`src/rtl/issue_ctrl.sv`:
```
// rtl/issue_ctrl.sv - in-order instruction queue that issues to the LSB or RS path
module issue_ctrl #(
    parameter int DEPTH = 8,
    parameter int CNT_W = 16
) (
    input  logic                     clk,
    input  logic                     rst,
    input  logic                     rdy,
    input  logic                     rollback,
    input  logic                     valid_from_fet,
    input  logic [31:0]              pc_from_fet,
    input  logic [31:0]              instr_from_fet,
    output logic                     fet_full,
    input  logic                     rob_full,
    input  logic                     rs_full,
    input  logic                     lsb_full,
    output logic                     issue_valid,
    output logic                     issue_is_ls,
    output logic [31:0]              issue_pc,
    output logic [31:0]              issue_instr,
    output logic [CNT_W-1:0]         stall_cnt,
    output logic [$clog2(DEPTH):0]   q_count
);

    localparam int AW = $clog2(DEPTH);
    localparam logic [AW:0] FULL_CNT = (AW+1)'(DEPTH);

    localparam logic [1:0] ST_RUN   = 2'd0;
    localparam logic [1:0] ST_HOLD  = 2'd1;
    localparam logic [1:0] ST_FLUSH = 2'd2;

    logic [31:0]      pc_mem    [DEPTH];
    logic [31:0]      instr_mem [DEPTH];

    logic [AW-1:0]    head_q, head_d;
    logic [AW-1:0]    tail_q, tail_d;
    logic [AW:0]      count_q, count_d;
    logic [1:0]       state_q, state_d;
    logic [CNT_W-1:0] stall_q, stall_d;
    logic             iv_q, iv_d;
    logic             ils_q, ils_d;
    logic [31:0]      ipc_q, ipc_d;
    logic [31:0]      iin_q, iin_d;

    logic             head_ls;
    logic             push;
    logic             pop;
    logic             mem_we;

    function automatic logic is_ls_op(input logic [31:0] instr);
        return (instr[6:0] == 7'b0000011) || (instr[6:0] == 7'b0100011);
    endfunction

    // Both gating terms come from pre-edge registered state only.
    always_comb begin
        head_ls  = is_ls_op(instr_mem[head_q]);
        fet_full = (count_q == FULL_CNT) || (state_q == ST_FLUSH);
        push     = valid_from_fet && !fet_full;
        pop      = (count_q != '0) && (state_q != ST_FLUSH) && !rob_full &&
                   (head_ls ? !lsb_full : !rs_full);
        mem_we   = rdy && !rollback && push;
    end

    always_comb begin
        head_d  = head_q;
        tail_d  = tail_q;
        count_d = count_q;
        state_d = state_q;
        stall_d = stall_q;
        iv_d    = 1'b0;
        ils_d   = ils_q;
        ipc_d   = ipc_q;
        iin_d   = iin_q;
        if (rollback) begin
            head_d  = '0;
            tail_d  = '0;
            count_d = '0;
            state_d = ST_FLUSH;
        end else if (rdy) begin
            if (push) begin
                tail_d = tail_q + AW'(1);
            end
            if (pop) begin
                head_d = head_q + AW'(1);
                iv_d   = 1'b1;
                ils_d  = head_ls;
                ipc_d  = pc_mem[head_q];
                iin_d  = instr_mem[head_q];
            end
            case ({push, pop})
                2'b10:   count_d = count_q + (AW+1)'(1);
                2'b01:   count_d = count_q - (AW+1)'(1);
                default: count_d = count_q;
            endcase
            case (state_q)
                ST_RUN: begin
                    if ((count_q != '0) && !pop) begin
                        state_d = ST_HOLD;
                    end
                end
                ST_HOLD: begin
                    if (stall_q != '1) begin
                        stall_d = stall_q + CNT_W'(1);
                    end
                    if (pop || (count_q == '0)) begin
                        state_d = ST_RUN;
                    end
                end
                default: state_d = ST_RUN;
            endcase
        end
    end

    // Storage needs no reset: occupancy alone decides which entries are live.
    always_ff @(posedge clk) begin
        if (mem_we) begin
            pc_mem[tail_q]    <= pc_from_fet;
            instr_mem[tail_q] <= instr_from_fet;
        end
    end

    always_ff @(posedge clk or negedge rst) begin
        if (!rst) begin
            head_q  <= '0;
            tail_q  <= '0;
            count_q <= '0;
            state_q <= ST_RUN;
            stall_q <= '0;
            iv_q    <= 1'b0;
            ils_q   <= 1'b0;
            ipc_q   <= '0;
            iin_q   <= '0;
        end else begin
            head_q  <= head_d;
            tail_q  <= tail_d;
            count_q <= count_d;
            state_q <= state_d;
            stall_q <= stall_d;
            iv_q    <= iv_d;
            ils_q   <= ils_d;
            ipc_q   <= ipc_d;
            iin_q   <= iin_d;
        end
    end

    assign issue_valid = iv_q;
    assign issue_is_ls = ils_q;
    assign issue_pc    = ipc_q;
    assign issue_instr = iin_q;
    assign stall_cnt   = stall_q;
    assign q_count     = count_q;

endmodule
```
`config.mk`:
```
export PLATFORM = sky130hd
export DESIGN_NAME = issue_ctrl
export DESIGN_NICKNAME = d
export VERILOG_FILES = /design/src/rtl/issue_ctrl.sv
export SDC_FILE = /design/constraint.sdc
export NUM_CORES = 1
export LEC_CHECK = 0
export CAP_MARGIN = 0
export CORE_ASPECT_RATIO = 0.9
export CORE_MARGIN = 10
export CORE_UTILIZATION = 45
export CTS_CLUSTER_SIZE = 14
export DETAILED_ROUTE_END_ITERATION = 7
export REMOVE_ABC_BUFFERS = 1
export SKIP_LAST_GASP = 1
export SYNTH_ARGS = -nofsm -noshare
export SYNTH_HDL_FRONTEND = slang
export SYNTH_SLANG_ARGS = --single-unit
```
`constraint.sdc`:
```
create_clock -name clk -period 19.4 [get_ports clk]
set_input_delay 1.94 -clock clk [delete_from_list [all_inputs] [get_ports clk]]
set_output_delay 1.94 -clock clk [all_outputs]
set_load 0.02 [all_outputs]
```
; After elaboration in Yosys (flattened, before gate mapping)
; Memory sizes are Yosys's and may differ from the RTL's. A register that Yosys moved wholly into a read port is not among the register bits.
; Index checks and enable logic that the tools add are counted.
; W data, S select, Z words.
[totals]
ff_bits = 62
ram_bits = 512
in_bits = 72
output_inout_bits = 87
elab_cells = 77
mem_count = 2
[mem_list]
columns = name, words, word_bits, read_ports, rd_clocked_by_memory_dff, wr, line
row1 = instr_mem, 8, 32, 1, 0, 1, 33  ; logic [31:0] instr_mem [DEPTH];
row2 = pc_mem, 8, 32, 1, 1, 1, 32  ; logic [31:0] pc_mem [DEPTH];
[classes]
n_addsub = 5
n_eq_ne = 11
mux = 20
n_bitwise = 1
n_reduce_logical = 30
[op_table]
columns = operator, count
row1 = $mux W3, 6
row2 = $add A16 B1 Y16 const B, 1
row3 = $ne A16 B16 Y1 const B, 1
row4 = $mux W2, 4
row5 = $mux W4, 2
row6 = $pmux W4 S2, 1
row7 = $eq A7 B2 Y1 const B, 1
row8 = $eq A7 B6 Y1 const B, 1
row9 = $logic_and A1 B1 Y1, 7
row10 = $logic_not A1 Y1, 7
row11 = $add A3 B1 Y3 const B, 2
row12 = $mux W1, 6
row13 = $ne A3 B3 Y1 const B, 2
row14 = $reduce_and A2 Y1, 3
row15 = $reduce_and A3 Y1, 2
row16 = $reduce_bool A2 Y1, 3
row17 = $add A4 B1 Y4 const B, 1
row18 = $eq A2 B1 Y1 const B, 2
row19 = $eq A2 B2 Y1 const B, 2
row20 = $eq A4 B4 Y1 const B, 1
row21 = $logic_not A4 Y1, 1
row22 = $pmux W2 S2, 1
row23 = $reduce_and A4 Y1, 1
row24 = $reduce_bool A4 Y1, 1
row25 = 6 further kinds, 8

; Logic depth before layout (Yosys ltp)
; Gate-level depths: netlist of the first run.
; An unclocked memory read counts as a cell.
[depth]
ltp_word = 11
ltp_mapped = 13
ltp_nobuf = 11

; Worst setup path after synthesis of the first run
; No wires, ideal clock.
[synth_timing]
path_kind = input-to-reg
start = input rdy
end = memory instr_mem[0][0], enable pin
setup_ns = 0.565
t_arrival_ns = 7.205
t_required_ns = 18.835
path_slack_ns = 11.630
path_stages = 4
n_path_buf = 1
cell_sequence = clkbuf_1 > or2b_1 > or3_1 > nor3_1
[synth_between]
elab_chain_cells = 4
[synth_rtl]
columns = item, line
row1 = start: declaration, 8  ; input logic rdy,
row2 = $logic_and A1 B1 Y1 (2 in series), 61  ; mem_we = rdy && !rollback && push;
row3 = $mux W1, 116  ; if (mem_we) begin
row4 = $mux W1 (not written as such), 118  ; instr_mem[tail_q] <= instr_from_fet;
row5 = end: declaration, 33
; No other way between the ends.

; Worst setup path after layout of the first run
[layout_timing]
start = register head_q[1]
end = register ils_q (netlist: issue_is_ls)
[layout_between]
elab_chain_cells = 6
word_cells_on_any_way = 7
classes_between = eq/ne: 2 / mux: 1 / reduce/logical: 3 / memory: 1
[layout_rtl]
columns = item, line
row1 = start: declaration, 35  ; logic [AW-1:0] head_q, head_d;
row2 = start signal: assignment, 124  ; head_q <= '0;
row3 = start signal: assignment, 134  ; head_q <= head_d;
row4 = $mem_v2 Z8 W32 (*), -
row5 = $eq A7 B2 Y1 / $eq A7 B6 Y1 (equally long branches), 51  ; return (instr[6:0] == 7'b0000011) || (instr[6:0] == 7'b0100011);
row6 = $logic_or A1 B1 Y1 (*), 51
row7 = $mux W1, 60  ; (head_ls ? !lsb_full : !rs_full);
row8 = $logic_and A1 B1 Y1, 59  ; pop = (count_q != '0) && (state_q != ST_FLUSH) && !rob_full &&
row9 = $reduce_and A3 Y1 (no source line), -
row10 = end signal: assignment, 140  ; ils_q <= ils_d;
row11 = end: declaration, 41  ; logic ils_q, ils_d;
; Every way passes the cells marked *; elsewhere a longest branch is shown, timed or not.
; A chain may end at the register's enable or synchronous reset.

==> results of run 1 <==
## power by group
part	leakage (nW)	internal [mW]	total (mW)	switching (mW)
Combinational	2.30	0.0458	0.0923	0.0465
Sequential	5.90	1.43	1.43	0.00713
Clock	1.00	0.710	1.19	0.477
## sequential cells by signal, indices dropped and copies added, names as in the netlist, 2 cells and up
| register | count |
|---|---|
| head_q | 3 |
| instr_mem | 256 |
| issue_instr | 32 |
| issue_pc | 32 |
| pc_mem | 256 |
| q_count | 4 |
| stall_cnt | 16 |
| state_q | 2 |
| tail_q | 3 |
## cells by family (layout without fill, tap and decap cells)
logic type | count (synthesis) | count (layout) | share of synthesized area, %
DFF | 606 | 606 | 76.0
and+or+nand+nor | 75 | 75 | 1.76
AOI/OAI and AO/OA | 11 | 11 | 0.365
adders and majority gates | 6 | 6 | 0.354
xor gates and xnor gates | 20 | 20 | 0.751
muxes | 264 | 264 | 19.6
other | 0 | 2 | 0
buffers and inverters | 49 | 294 | 1.14
## routing by layer
| layer | global-route usage [%] | part of all wire [%] | vias to the layer above | routed length [um] |
|---|---|---|---|---|
| met4 | 3.90 | 1.4 | 10 | 687 |
| met3 | 3.38 | 5.3 | 60 | 2550 |
| met5 | 0 | 0.15 | - | 74 |
| met1 | 21.3 | 44 | 5643 | 21100 |
| li1 | - | - | 4618 | - |
| met2 | 25.9 | 49 | 220 | 23600 |
## cell type report
cell class,instances,area [sq um],area share [%]
flip-flops and latches,606,17700,63.9
multi-input cells,376,5380,19.4
repair buffers,177,1720,6.20
clock buffers,83,1680,6.05
well taps,688,861,3.10
clock inverters,31,364,1.31
inverters,3,11.3,0.0406
diodes,2,5.00,0.0180
## through the flow
stage / hold slack [ps] / instance area, sq um / util (%)
CTS: 500 / 27800 / 53.9
finish: 497 / 27800 / 53.9
global route: 523 / 27800 / 53.9
global placement: 478 / 25700 / 49.9
detailed placement: 493 / 25700 / 49.9
floorplan: 477 / 23100 / -
## final timing paths
path,depth (start not counted),slack [ps],endpoint,start
min in group asynchronous,1,1370,stall_cnt[15]$_DFFE_PN0P_,rst
worst min register to register,1,500,stall_cnt[10]$_DFFE_PN0P_,stall_cnt[10]$_DFFE_PN0P_
worst min-delay path,1,500,stall_cnt[10]$_DFFE_PN0P_,stall_cnt[10]$_DFFE_PN0P_
worst max register to register,9,13760,issue_is_ls$_DFFE_PN0P_,head_q[1]$_DFFE_PN0P_
max in group asynchronous,2,16700,head_q[0]$_DFFE_PN0P_,rst
worst max-delay path,9,13760,issue_is_ls$_DFFE_PN0P_,head_q[1]$_DFFE_PN0P_
## worst max-delay path: stages (launching register included)
cell,delay [ps]
dfrtp_4,1110
buf_4,930
mux4_2,420
mux2_2,290
or2_4,270
o21ai_2,250
nand2_4,110
nor2_4,720
buf_4,780
mux2_2,410
## cell usage in the layout (no fill, tap or decap), types with 8 or more instances in the layout
| cell type | instances |
|---|---|
| edfxtp_1 | 512 |
| clkdlybuf4s50_1 | 157 |
| mux4_2 | 127 |
| mux2_2 | 92 |
| dfrtp_1 | 91 |
| clkbuf_16 | 61 |
| mux2_4 | 41 |
| buf_4 | 20 |
| clkbuf_1 | 15 |
| nor2_1 | 13 |
| clkinv_2 | 13 |
| xnor2_1 | 11 |
| nand2_1 | 10 |
| nand3_1 | 10 |
| xor2_1 | 9 |
| bufinv_16 | 8 |
==> reports/results.tsv, run 1 <==
metric	value	unit
DIE WIDTH	260	um
status	finished, final reports clean	
post-synthesis sequential area ratio	76.0	%
CTS resizes	0	
dpl cells	1850	
Primary FF master, synth	edfxtp_1	
area delta synth->final	19.1	%
GRT overflow	0	
Tmin final	5640	ps
top-area cell type share of the netlist area	66.0	%
worst-margin pin slew	1060	ps
Post-CTS Repair Setup Buffers	0	
crit path max fanout	67	
Synth area leader	edfxtp_1	
port bufs	158	
P_leak	9.20	nW
largest net degree at the start of global routing	68	
Detail Route Antenna Nets	0	
All-Layer GR Usage	15.8	%
layout net count	1302	
Max Buffers Root-to-Sink	3	
# H-tree levels	2	
clk_lat worst skew	610	ps
Syn. warnings	0	
Crit Path Class	register to register	
CP Data Arrival Time	6130	ps
layout cells sized above 1	30.6	%
vias per inst	5.37	
CP endpoint kind	register	
DIE AREA	61300	sq um
# fillers	3901	
Synth Instances	1031	
max-cap viol count	0	
Pwr Density	97.7	nW/um^2
slew margin rel.	29.6	%
most frequent cell after synthesis	edfxtp_1	
CORE AREA	51500	sq um
Starting DRT DRC Count	737	
synthesized area	23300	sq um
Detailed Place HPWL	26.4	mm
fmax	177	MHz
Cell variety after synth	42	
Worst Path Required	19890	ps
Clk pin slew, worst setup/hold paths	60	ps
Slew Viols, Final	0	
CTS root buf	clkbuf_16	
# hold bufs at CTS	0	
register bit total from synthesis	606	
Area contributors post-synth	edfxtp_1 (66%), mux4_2 (12%), dfrtp_1 (10%)	
final hold violation count	0	
final setup vio count	0	
Die Height	236	um
total CTS buffers	60	
initial antenna violation count	7	
vias in the first global route	11600	
RSZ-0062 raised after global routing	false	
Final period util	29.1	%
clk sink count	606	
Max VDD drop	0.0000754	V
asr flop ratio synth	15.5	%
Layout Cells excl Fill	1966	
commonest cells in the netlist	edfxtp_1 (512), mux4_2 (127), dfrtp_1 (94), mux2_2 (92), mux2_4 (41)	
GP Congestion	0.747	
Fin Setup TNS	0	ps
Placement Rows	79	
Final Skew	17.6	ps
CTS tree	built	
vias	10600	
Worst Hold Class	register to register	
DRC Markers	0	
number of synthesized flops with an enable pin	512	
Starting Density	45.3	%
syn avg cell area	22.6	sq um
routed wire length per instance	24.4	um
final WL	48.0	mm
min setup slack post-route	13760	ps
Pwr Total	2.71	mW
CP Launch Type	register	
drt first pass iters	4	
global-route wire length before repair	73.6	mm
setup slack at placement	13690	ps
I/O pin count	159	
Power figures use the tool's default switching activity.
==> inputs of run 2 (changes only) <==
--- a/config.mk
+++ b/config.mk
@@ -11,6 +11,7 @@
 export CORE_UTILIZATION = 45
 export CTS_CLUSTER_SIZE = 14
 export DETAILED_ROUTE_END_ITERATION = 7
+export PLACE_DENSITY = 0.66
 export REMOVE_ABC_BUFFERS = 1
 export SKIP_LAST_GASP = 1
 export SYNTH_ARGS = -nofsm -noshare
==> constraint.sdc (replaced) <==
create_clock -name clk -period 5 [get_ports clk]
set_input_delay 0.5 -clock clk [delete_from_list [all_inputs] [get_ports clk]]
set_output_delay 0.5 -clock clk [all_outputs]
set_load 0.02 [all_outputs]
==> reports/results.tsv, run 2 (synthesis results as in run 1) <==
metric	value	unit	change
I/O pin count	159		unchanged
max-cap viol count	0		unchanged
setup slack, reg-to-reg	1000	ps	-12760 ps
Starting DRT DRC Count	640		-13%
clock power share	43.0	%	-0.8 points
final setup vio count	0		unchanged
area delta synth->final	19.3	%	
vias in the first global route	11400		-1.7%
Slew Viols, Final	0		unchanged
port bufs	158		unchanged
DIE AREA	61300	sq um	unchanged
drt first pass iters	4		unchanged
Worst Hold Class	input port to async pin		
final hold violation count	0		unchanged
final WL	47.4	mm	-1.2%
Placement Rows	79		unchanged
crit path max fanout	18		-73%
Max VDD drop	0.000336	V	+350%
hold slack final	17.7	ps	-479 ps
RSZ-0062 raised after global routing	false		
worst-margin pin slew	944	ps	-112 ps
CTS root buf	clkbuf_16		
P_leak	9.22	nW	+0.24%
sequential cell area	17700	sq um	unchanged
Pwr Total	10.4	mW	+280%
Post-CTS Repair Setup Buffers	0		unchanged
Top Registers	instr_mem: 256 flops, pc_mem: 256 flops		
most common cell after layout, fill and taps aside	edfxtp_1		
All-Layer GR Usage	15.6	%	-0.25 points
CORE AREA	51500	sq um	unchanged
Internal	8.31	mW	+280%
Diodes inserted	0		-2
Tmin final	4000	ps	-1640 ps
# hold bufs at CTS	0		unchanged
Combinational Power Share	3.4	%	about the same
P_sw	2.07	mW	+290%
Detail Route Antenna Nets	0		unchanged
largest net degree at the start of global routing	62		-8.8%
total CTS buffers	60		unchanged
most frequent cells in the layout	edfxtp_1 (512), clkdlybuf4s50_1 (157), mux4_2 (127)		
clk sink count	606		unchanged
layout net count	1310		+0.61%
GRT overflow	0		unchanged
Core Util, Final	54.0	%	+0.097 points
# fillers	3900		-0.026%
status	finished, final reports clean		
Max Buffers Root-to-Sink	3		unchanged
Final period util	80.1	%	+51 points
CTS tree	built		
CP endpoint kind	register		
sequential share of power	53.6	%	+0.8 points
Pwr Density	373	nW/um^2	+280%
GP Congestion	0.736		-1.5%
initial antenna violation count	5		-2
fmax	250	MHz	+41%
CTS resizes	0		unchanged
Die Height	236	um	unchanged
# H-tree levels	2		unchanged
CP Data Arrival Time	4500	ps	-1630 ps
Worst Path Required	5490	ps	-14400 ps
layout cells sized above 1	30.9	%	+0.28 points
CP Launch Type	register		
clk_lat worst skew	620	ps	about the same
Final Skew	16.5	ps	-1.08 ps
DIE WIDTH	260	um	unchanged
vias	10600		+0.40%
routed wire length per instance	24.0	um	-1.5%
DRC Markers	0		unchanged
area of the multi-input gates	5380	sq um	unchanged
Clk pin slew, worst setup/hold paths	60	ps	about the same
Sw Ratio	20.0	%	+0.40 points
global-route wire length before repair	72.3	mm	-1.8%
Detailed Place HPWL	26.5	mm	+0.37%
vias per inst	5.37		about the same
Starting Density	45.3	%	unchanged
Crit Path Class	register to register		
slew margin rel.	37.1	%	+7.4 points
[run 2: changes by cell type in the layout (fill, tap and decap cells not counted), moves of 2 or more]
| cell | before | now |
|---|---|---|
| buf_12 | 0 | 4 |
| buf_4 | 20 | 24 |
| bufinv_16 | 8 | 5 |
| clkinv_2 | 13 | 10 |
| clkinv_4 | 0 | 3 |
| diode_2 | 2 | 0 |
[run 2: path summary, 6_finish.rpt]
check | to | cells past startpoint | start
max in group asynchronous | head_q[0]$_DFFE_PN0P_ | 2 | rst
worst max register to register | q_count[3]$_DFFE_PN0P_ | 12 | head_q[0]$_DFFE_PN0P_
min in group clk | stall_cnt[6]$_DFFE_PN0P_ | 1 | stall_cnt[6]$_DFFE_PN0P_
worst min register to register | stall_cnt[6]$_DFFE_PN0P_ | 1 | stall_cnt[6]$_DFFE_PN0P_
worst max-delay path | q_count[3]$_DFFE_PN0P_ | 12 | head_q[0]$_DFFE_PN0P_
worst min-delay path | issue_instr[13]$_DFFE_PN0P_ | 2 | rst
[run 2: power groups by stage]
stage | Combinational, mW | Clock (mW) | Sequential (mW)
2_1_floorplan | 0.0878 | 0 | 5.71
3_3_place_gp | 0.355 | 0 | 5.67
3_5_place_dp | 0.363 | 0 | 5.67
4_1_cts | 0.365 | 4.58 | 5.56
5_1_grt | 0.384 | 4.80 | 5.56
6_report | 0.356 | 4.46 | 5.56
[run 2: critical path, stage by stage (launching register included)]
cell	delay [ps]
dfrtp_4	560
buf_4	390
mux4_1	610
mux2_2	290
nand4bb_1	210
o31a_4	210
and3_4	210
ha_1	220
a21o_1	170
a21o_1	180
or3_1	310
mux2i_1	160
mux2_2	360
[run 2: metrics by stage]
step / instance area [sq um] / cells / setup WS [ps] / setup TNS, ps
3_5_place_dp: 25800 / 1858 / 949 / 0
4_1_cts: 27800 / 1972 / 934 / 0
5_1_grt: 27800 / 1972 / 791 / 0
3_3_place_gp: 25800 / 1858 / 1020 / 0
2_1_floorplan: 23100 / 985 / -3420 / -392530
6_report: 27800 / 1972 / 996 / 0
[run 2: final cells by class]
class / count / area share, %
clock inverters: 30 / 1.14
repair buffers: 185 / 6.59
well taps: 688 / 3.10
clock buffers: 84 / 6.01
inverters: 3 / 0.0405
flip-flops and latches: 606 / 63.8
multi-input cells: 376 / 19.3
[run 2: routing by layer]
layer  share of wire [%]  wire [um]  up-vias  global-route usage [%]
met1                  44      20800     5682                    20.7
met5                0.13         61        -                       0
li1                    -          -     4636                       -
met3                 4.8       2280       66                    3.66
met4                 1.6        750       10                    3.36
met2                  50      23500      199                    25.7
